**src/rtl/audio_i2s_fifo_tx.sv**
```systemverilog
// Stereo I2S transmitter: buffers L/R pairs, attenuates by volume shift, emits SCK/BCK/LRCK/DATA.
// Outputs register one clk after the free-running frame counter; input pairs are dropped when the FIFO is full.
module audio_i2s_fifo_tx #(
    parameter int IN_WIDTH = 16,
    parameter int FIFO_AW  = 3,
    parameter int SCK_DIV  = 6,
    parameter int BCK_DIV  = 24
) (
    input  logic                clk,
    input  logic                reset,
    input  logic [IN_WIDTH-1:0] in_left,
    input  logic [IN_WIDTH-1:0] in_right,
    input  logic                in_valid,
    input  logic [3:0]          volume,
    output logic                SCK,
    output logic                BCK,
    output logic                LRCK,
    output logic                DATA,
    output logic [FIFO_AW:0]    fifo_level,
    output logic                underflow,
    output logic                overflow
);
    localparam int DEPTH = 1 << FIFO_AW;
    localparam int SW    = $clog2(SCK_DIV);
    localparam int BW    = $clog2(BCK_DIV);

    localparam logic [SW-1:0]    SCK_LAST = SW'(SCK_DIV - 1);
    localparam logic [SW-1:0]    SCK_HALF = SW'(SCK_DIV / 2);
    localparam logic [BW-1:0]    BCK_LAST = BW'(BCK_DIV - 1);
    localparam logic [BW-1:0]    BCK_HALF = BW'(BCK_DIV / 2);
    localparam logic [4:0]       LAST_BIT = 5'(IN_WIDTH);
    localparam logic [FIFO_AW:0] FULL_CNT = (FIFO_AW+1)'(DEPTH);

    // fc is kept as three aligned sub-counters: fc = slot*BCK_DIV + bck_cnt
    logic [SW-1:0] sck_cnt;
    logic [BW-1:0] bck_cnt;
    logic [5:0]    slot;

    logic [2*IN_WIDTH-1:0] mem [DEPTH];
    logic [FIFO_AW-1:0]    wr_ptr, rd_ptr;
    logic [FIFO_AW:0]      count;

    logic [IN_WIDTH-1:0] left_sr, right_sr;

    logic fc_zero, empty, full, pop, push, bit_slot;
    logic signed [IN_WIDTH-1:0] head_l, head_r, att_l, att_r;

    assign fc_zero  = (slot == 6'd0) && (bck_cnt == '0);
    assign empty    = (count == '0);
    assign full     = (count == FULL_CNT);
    assign pop      = fc_zero && !empty;
    assign push     = in_valid && (!full || pop);
    assign bit_slot = (slot[4:0] != 5'd0) && (slot[4:0] <= LAST_BIT);

    assign head_l = mem[rd_ptr][2*IN_WIDTH-1:IN_WIDTH];
    assign head_r = mem[rd_ptr][IN_WIDTH-1:0];
    assign att_l  = head_l >>> volume;
    assign att_r  = head_r >>> volume;

    assign fifo_level = count;

    always_ff @(posedge clk) begin
        if (push && !reset)
            mem[wr_ptr] <= {in_left, in_right};
    end

    always_ff @(posedge clk) begin
        if (reset) begin
            sck_cnt   <= '0;
            bck_cnt   <= '0;
            slot      <= '0;
            wr_ptr    <= '0;
            rd_ptr    <= '0;
            count     <= '0;
            left_sr   <= '0;
            right_sr  <= '0;
            SCK       <= 1'b0;
            BCK       <= 1'b0;
            LRCK      <= 1'b0;
            DATA      <= 1'b0;
            underflow <= 1'b0;
            overflow  <= 1'b0;
        end else begin
            sck_cnt <= (sck_cnt == SCK_LAST) ? '0 : sck_cnt + 1'b1;
            bck_cnt <= (bck_cnt == BCK_LAST) ? '0 : bck_cnt + 1'b1;
            if (bck_cnt == BCK_LAST)
                slot <= slot + 6'd1;

            if (push)
                wr_ptr <= wr_ptr + 1'b1;
            if (pop)
                rd_ptr <= rd_ptr + 1'b1;
            unique case ({push, pop})
                2'b10:   count <= count + 1'b1;
                2'b01:   count <= count - 1'b1;
                default: ;
            endcase

            if (in_valid && full && !pop)
                overflow <= 1'b1;

            SCK  <= (sck_cnt >= SCK_HALF);
            BCK  <= (bck_cnt >= BCK_HALF);
            LRCK <= slot[5];

            // Slot 0 of each channel is the I2S one-BCK delay, so loading here never races a shift
            if (fc_zero) begin
                left_sr  <= pop ? att_l : '0;
                right_sr <= pop ? att_r : '0;
                if (empty)
                    underflow <= 1'b1;
            end

            if (bck_cnt == '0) begin
                if (!bit_slot)
                    DATA <= 1'b0;
                else if (!slot[5])
                    {DATA, left_sr} <= {left_sr, 1'b0};
                else
                    {DATA, right_sr} <= {right_sr, 1'b0};
            end
        end
    end
endmodule
```
**config.mk**
```make
export PLATFORM = sky130hd
export DESIGN_NAME = audio_i2s_fifo_tx
export DESIGN_NICKNAME = d
export VERILOG_FILES = /design/src/rtl/audio_i2s_fifo_tx.sv
export SDC_FILE = /design/constraint.sdc
export NUM_CORES = 1
export LEC_CHECK = 0
export ABC_AREA = 1
export BUFFER_PORTS_ARGS = -buffer_cell sky130_fd_sc_hd__buf_2
export CAP_MARGIN = 30
export CELL_PAD_IN_SITES_DETAIL_PLACEMENT = 1
export CELL_PAD_IN_SITES_GLOBAL_PLACEMENT = 2
export CORE_UTILIZATION = 36
export DETAILED_ROUTE_END_ITERATION = 10
export PLACE_DENSITY_LB_ADDON = 0.1
export SLEW_MARGIN = 20
export SYNTH_ARGS = -nofsm -noshare
export SYNTH_HDL_FRONTEND = slang
export SYNTH_SLANG_ARGS = --single-unit
```
**constraint.sdc**
```tcl
create_clock -name clk -period 4 [get_ports clk]
set_clock_uncertainty 0.15 [all_clocks]
set_input_delay 0.8 -clock clk [delete_from_list [all_inputs] [get_ports clk]]
set_output_delay 0.8 -clock clk [all_outputs]
set_load 0.02 [all_outputs]
```
## Word level (Yosys, flattened, before mapping)

Memories as Yosys holds them, arrays and structs flattened. A register that Yosys moved wholly into a read port is not among the register bits.
Cells that the tools add are included.

| operators by class | value |
|---|---|
| muxes and demuxes | 17 |
| shift-type cells | 2 |
| add/subtract/negate cells | 7 |
| reductions and logical operators | 20 |
| magnitude comparators | 3 |
| equality and inequality tests | 5 |

Operator list:

| operator | count |
|---|---|
| 2-to-1 mux 16 bit | 10 |
| >>> shifter 16 x 4 -> 16 bit | 2 |
| adder 3 x 1 -> 3 bit (second input constant) | 3 |
| one-hot mux 4 bit (2 select lines) | 1 |
| logical AND 1 bit | 7 |
| adder 6 x 1 -> 6 bit (second input constant) | 1 |
| logical NOT 6 bit | 1 |
| 2-to-1 mux 3 bit | 2 |
| adder 5 x 1 -> 5 bit (second input constant) | 1 |
| equality test 5 bit (second input constant) | 1 |
| greater-or-equal comparator 5 x 4 -> 1 bit (second input constant) | 1 |
| <= comparator 5 bit (second input constant) | 1 |
| logical NOT 5 bit | 1 |
| nonzero test 5 bit | 1 |
| adder 4 x 1 -> 4 bit (second input constant) | 1 |
| equality test 4 bit (second input constant) | 1 |
| logical NOT 1 bit | 4 |
| logical NOT 4 bit | 1 |
| 2-to-1 mux 1 bit | 4 |
| OR reduction 2 bit | 2 |
| subtractor 4 x 1 -> 4 bit (second input constant) | 1 |
| equality test 3 bit (second input constant) | 1 |
| greater-or-equal comparator 3 x 2 -> 1 bit (second input constant) | 1 |
| equality test 2 x 1 -> 1 bit (second input constant) | 1 |
| other kinds (4) | 4 |

| storage, ports and cells | value |
|---|---|
| input port bits | 39 |
| flip-flop bits (word level) | 62 |
| bits in writable memories | 256 |
| memories kept | 1 |
| word-level logic and storage cells | 69 |

Memories:

| name | depth | width | read ports | clocked after memory_dff | write ports | line | text |
|---|---|---|---|---|---|---|---|
| mem | 8 | 32 | 1 | 1 | 1 | 39 | `logic [2*IN_WIDTH-1:0] mem [DEPTH];` |

## Longest topological paths before layout

| depth | value |
|---|---|
| depth in word-level cells | 8 |
| mapped depth | 16 |
| gate-level depth less buffers | 16 |

## Worst setup path before layout

Ideal clock, no wire load.

| timing | value |
|---|---|
| path kind | register to register |
| start point | reg bck_cnt[0] |
| end point | mem mem[6][0] (netlist name) (enable) |
| buffers on the path | 0 |
| setup slack | -0.206 ns |
| data arrival time | 3.595 ns |
| data required time | 3.389 ns |
| stages on the path, launching flop included | 11 |
| cell sequence | dfxtp_1 > inv_1 > ha_1 > nand3_2 > nor2_4 > nand3_4 > a21oi_2 > inv_1 > nor2_1 > inv_1 > nor3_1 |

| between the ends | value |
|---|---|
| longest elaborated chain between the ends | 8 |

Ends and longest elaborated chain:

| what | line | text |
|---|---|---|
| start, declared | 36 | `logic [BW-1:0] bck_cnt;` |
| start signal, assigned | 85 | `bck_cnt <= (bck_cnt == BCK_LAST) ? '0 : bck_cnt + 1'b1;` |
| logical NOT 5 bit | 48 | `assign fc_zero = (slot == 6'd0) && (bck_cnt == '0);` |
| logical AND 1 bit | 48 |  |
| logical AND 1 bit | 51 | `assign pop = fc_zero && !empty;` |
| logical OR 1 bit | 52 | `assign push = in_valid && (!full \|\| pop);` |
| logical AND 1 bit | 52 |  |
| logical AND 1 bit | 63 | `if (push && !reset)` |
| 2-to-1 mux 1 bit | 63 |  |
| 2-to-1 mux 1 bit (implied by the code) | 64 | `mem[wr_ptr] <= {in_left, in_right};` |
| end, declared | 39 |  |

No other way between the ends.

## Final worst setup path

| timing | value |
|---|---|
| start point | reg bck_cnt[0] |
| end point | mem mem[7][15] (netlist name) (enable) |

Same word-level chain as after synthesis.

==> impl_metrics.env <==
export IMPL_outcome="completed"
export IMPL_wire_per_inst_um=19.5
export IMPL_insertion_delay_ns=0.56
export IMPL_boundaryPins=49
export IMPL_netlist_area_um2=14700
export IMPL_gp_congestion=0.793
export IMPL_clkTransAtPathRegs_ns=0.06
export IMPL_seq_area_um2=8990
export IMPL_crit_path_max_fanout=32
export IMPL_h_tree_depth=2
export IMPL_synth_async_sr_flop_share_pct=0
export IMPL_drive_gt1_share_pct=8.80
export IMPL_holdWs_ns=0.309
export IMPL_cp_start_kind="flip-flop"
export IMPL_n_fill_cell=4579
export IMPL_seq_area_frac_synth_pct=61.2
export IMPL_worstHoldPathType="flip-flop to flip-flop"
export IMPL_vdd_drop_max_mv=0.362
export IMPL_finalNetCount=1689
export IMPL_synthTopCellsByArea="edfxtp_1, nand3_1, nand2_1"
export IMPL_critPathKind="flip-flop to flip-flop"
export IMPL_ys_flop_type="edfxtp_1"
export IMPL_antenna_found_initial=1
export IMPL_dp_hpwl_um=25300
export IMPL_wirelength_um=42800
export IMPL_rows=73
export IMPL_endpoint_kind="flip-flop"
export IMPL_timing_hold_violations_final=0
export IMPL_io_buffer_count=48
export IMPL_fin_crit_sh_pct=72.6
export IMPL_yosysTopAreaCellShare_pct=52.3
export IMPL_syn_nets=1656
export IMPL_drcViolationCount=0
export IMPL_grt_ovfl_total=0
export IMPL_clock_path_buffers=3
export IMPL_die_y_um=204
export IMPL_fmax_ghz=0.344
export IMPL_maxCapViolations=0
export IMPL_ys_seq_elements=321
export IMPL_tightest_slew_ns=0.875
export IMPL_via_per_inst=5.06
export IMPL_cts_sinks=321
export IMPL_grt_first_pass_wirelength_um=67900
export IMPL_drt_initial_drc_count=492
export IMPL_cp_required_ns=4.02
export IMPL_grt_total_usage_pct=21.6
export IMPL_cellLeakagePower_uw=0.00684
export IMPL_grt_start_max_net_pins=139
export IMPL_finalSetupViolations=0
export IMPL_clock_root_buffer="clkbuf_16"
export IMPL_relSlewSlack_pct=41.6
export IMPL_first_global_vias=11700
export IMPL_drt_pass1_iterations=4
export IMPL_synth_warnings=0
export IMPL_die_x_um=204
export IMPL_synth_top_area_cell="edfxtp_1"
export IMPL_rsz0062_at_grt="no"
export IMPL_postPlaceCellArea_um2=15500
export IMPL_syn_to_final_growth_pct=13.9
export IMPL_cts_inserted_buffers=39
export IMPL_synthCells=1607
export IMPL_vias=11100
export IMPL_core_um2=40000
export IMPL_powerDensity_nw_per_um2=585
export IMPL_yosysUniqueCellTypes=32
export IMPL_cts_hold_fix_buffers=0
export IMPL_finalInstanceArea_um2=16700
export IMPL_arrival_ns=2.93
export IMPL_slew_violations=0
export IMPL_multi_input_area_um2=4640
export IMPL_die_area_um2=41600
export IMPL_cts_tree="done"
export IMPL_start_util_pct=36.7
export IMPL_ant_nets=0
export IMPL_final_min_clock_period_ns=2.90
export IMPL_post_cts_buffers=0
export IMPL_synth_edff_count=256
export IMPL_ctsResizeCount=0
export IMPL_syn_area_per_cell_um2=9.14
-- routing by layer --
metal	track usage [%]	vias up	routed length, um
li1	-	5435	-
met1	28.0	5482	19700
met2	36.8	131	20700
met3	3.35	65	1390
met4	7.06	2	946
met5	0	-	12
-- state kept, by name (all words and copies together) (netlist names), named ones only --
| register | count |
|---|---|
| right_sr | 16 |
| underflow | 1 |
| slot | 6 |
| fifo_level | 4 |
| sck_cnt | 3 |
| DATA | 1 |
| mem | 256 |
| LRCK | 1 |
| overflow | 1 |
| SCK | 1 |
| wr_ptr | 3 |
| rd_ptr | 3 |
| left_sr | 16 |
| bck_cnt | 5 |
| BCK | 1 |
-- kinds of logic (layout without fill, tap and decap cells) --
kind of cell / Yosys count / count (layout) / synth area share (%)
xor gates and xnor gates: 5 / 5 / 0.298
buffers and inverters: 275 / 339 / 7.60
other: 0 / 1 / 0
DFF: 321 / 321 / 61.2
AOI/OAI and AO/OA: 176 / 176 / 6.19
and+or+nand+nor: 820 / 820 / 23.9
adders and majority gates: 10 / 10 / 0.851
-- critical path, stage by stage (launching register included) --
cell     delay (ns)
dfxtp_1        0.33
inv_1          0.07
ha_1           0.16
nand3_2        0.16
nor2_4         0.16
nand3_4        0.08
a21oi_2        0.20
inv_1          0.12
nor2_1         0.14
nand2_1        0.23
nor2_4         0.14
buf_4          0.56
-- final cells by class --
type | count | share of cell area (%)
Sequential cell | 321 | 53.7
Tap cell | 525 | 3.92
Inverter | 190 | 4.27
Clock inverter | 19 | 0.762
Multi-Input combinational cell | 1011 | 27.7
Timing Repair Buffer | 77 | 3.20
Clock buffer | 53 | 6.39
Antenna cell | 1 | 0.0149
-- cells in the mapped netlist, drive strengths merged, types with 3 or more instances --
master / instances
xor2: 3
nand2: 380
buf: 48
nor2: 129
a21oi: 79
ha: 10
o211ai: 6
nand3: 296
clkbuf: 37
inv: 189
nor3: 12
dfxtp: 65
o21ai: 86
edfxtp: 256
-- path summary, 6_finish.rpt --
check / from / endpoint / slack, ns / cells after the start
hold reg to reg: left_sr[0] / left_sr[0] / 0.31 / 2
hold / removal: left_sr[0] / left_sr[0] / 0.31 / 2
setup reg to reg: bck_cnt[0] / mem[7][15] / 1.10 / 11
setup / recovery: bck_cnt[0] / mem[7][15] / 1.10 / 11
-- report_power, final --
part	internal (uW)	leakage, uW	switching (uW)
clock network	1940	0.000579	1390
registers	3780	0.00284	97.4
logic	748	0.00341	1830
-- stage by stage --
step                      TNS (ns)  power, uW  setup slack [ns]  cells  utilization [%]
after floorplan             -26.35       5750            -0.206   1607                -
after global placement           0       6550              1.12   2122             38.7
after detailed placement         0       6580              1.06   2123             38.8
after CTS                        0       9960              1.05   2195             41.8
after global routing             0      10400             0.771   2196             41.8
final                            0       9790              1.10   2197             41.8
-- cell usage in the layout (no fill, tap or decap), types with 6 or more instances in the layout --
cell and instances:
nor3_1 7, dfxtp_1 63, nor2_4 6, o211ai_1 6, o21ai_0 85, clkbuf_1 11, clkinv_1 12, nand2_1 380
ha_1 10, inv_1 185, edfxtp_1 256, a21oi_1 78, nand3_1 294, nor2_1 123, clkbuf_16 40, buf_2 48
buf_4 23
No activity file was read; power rests on OpenSTA's default activity.
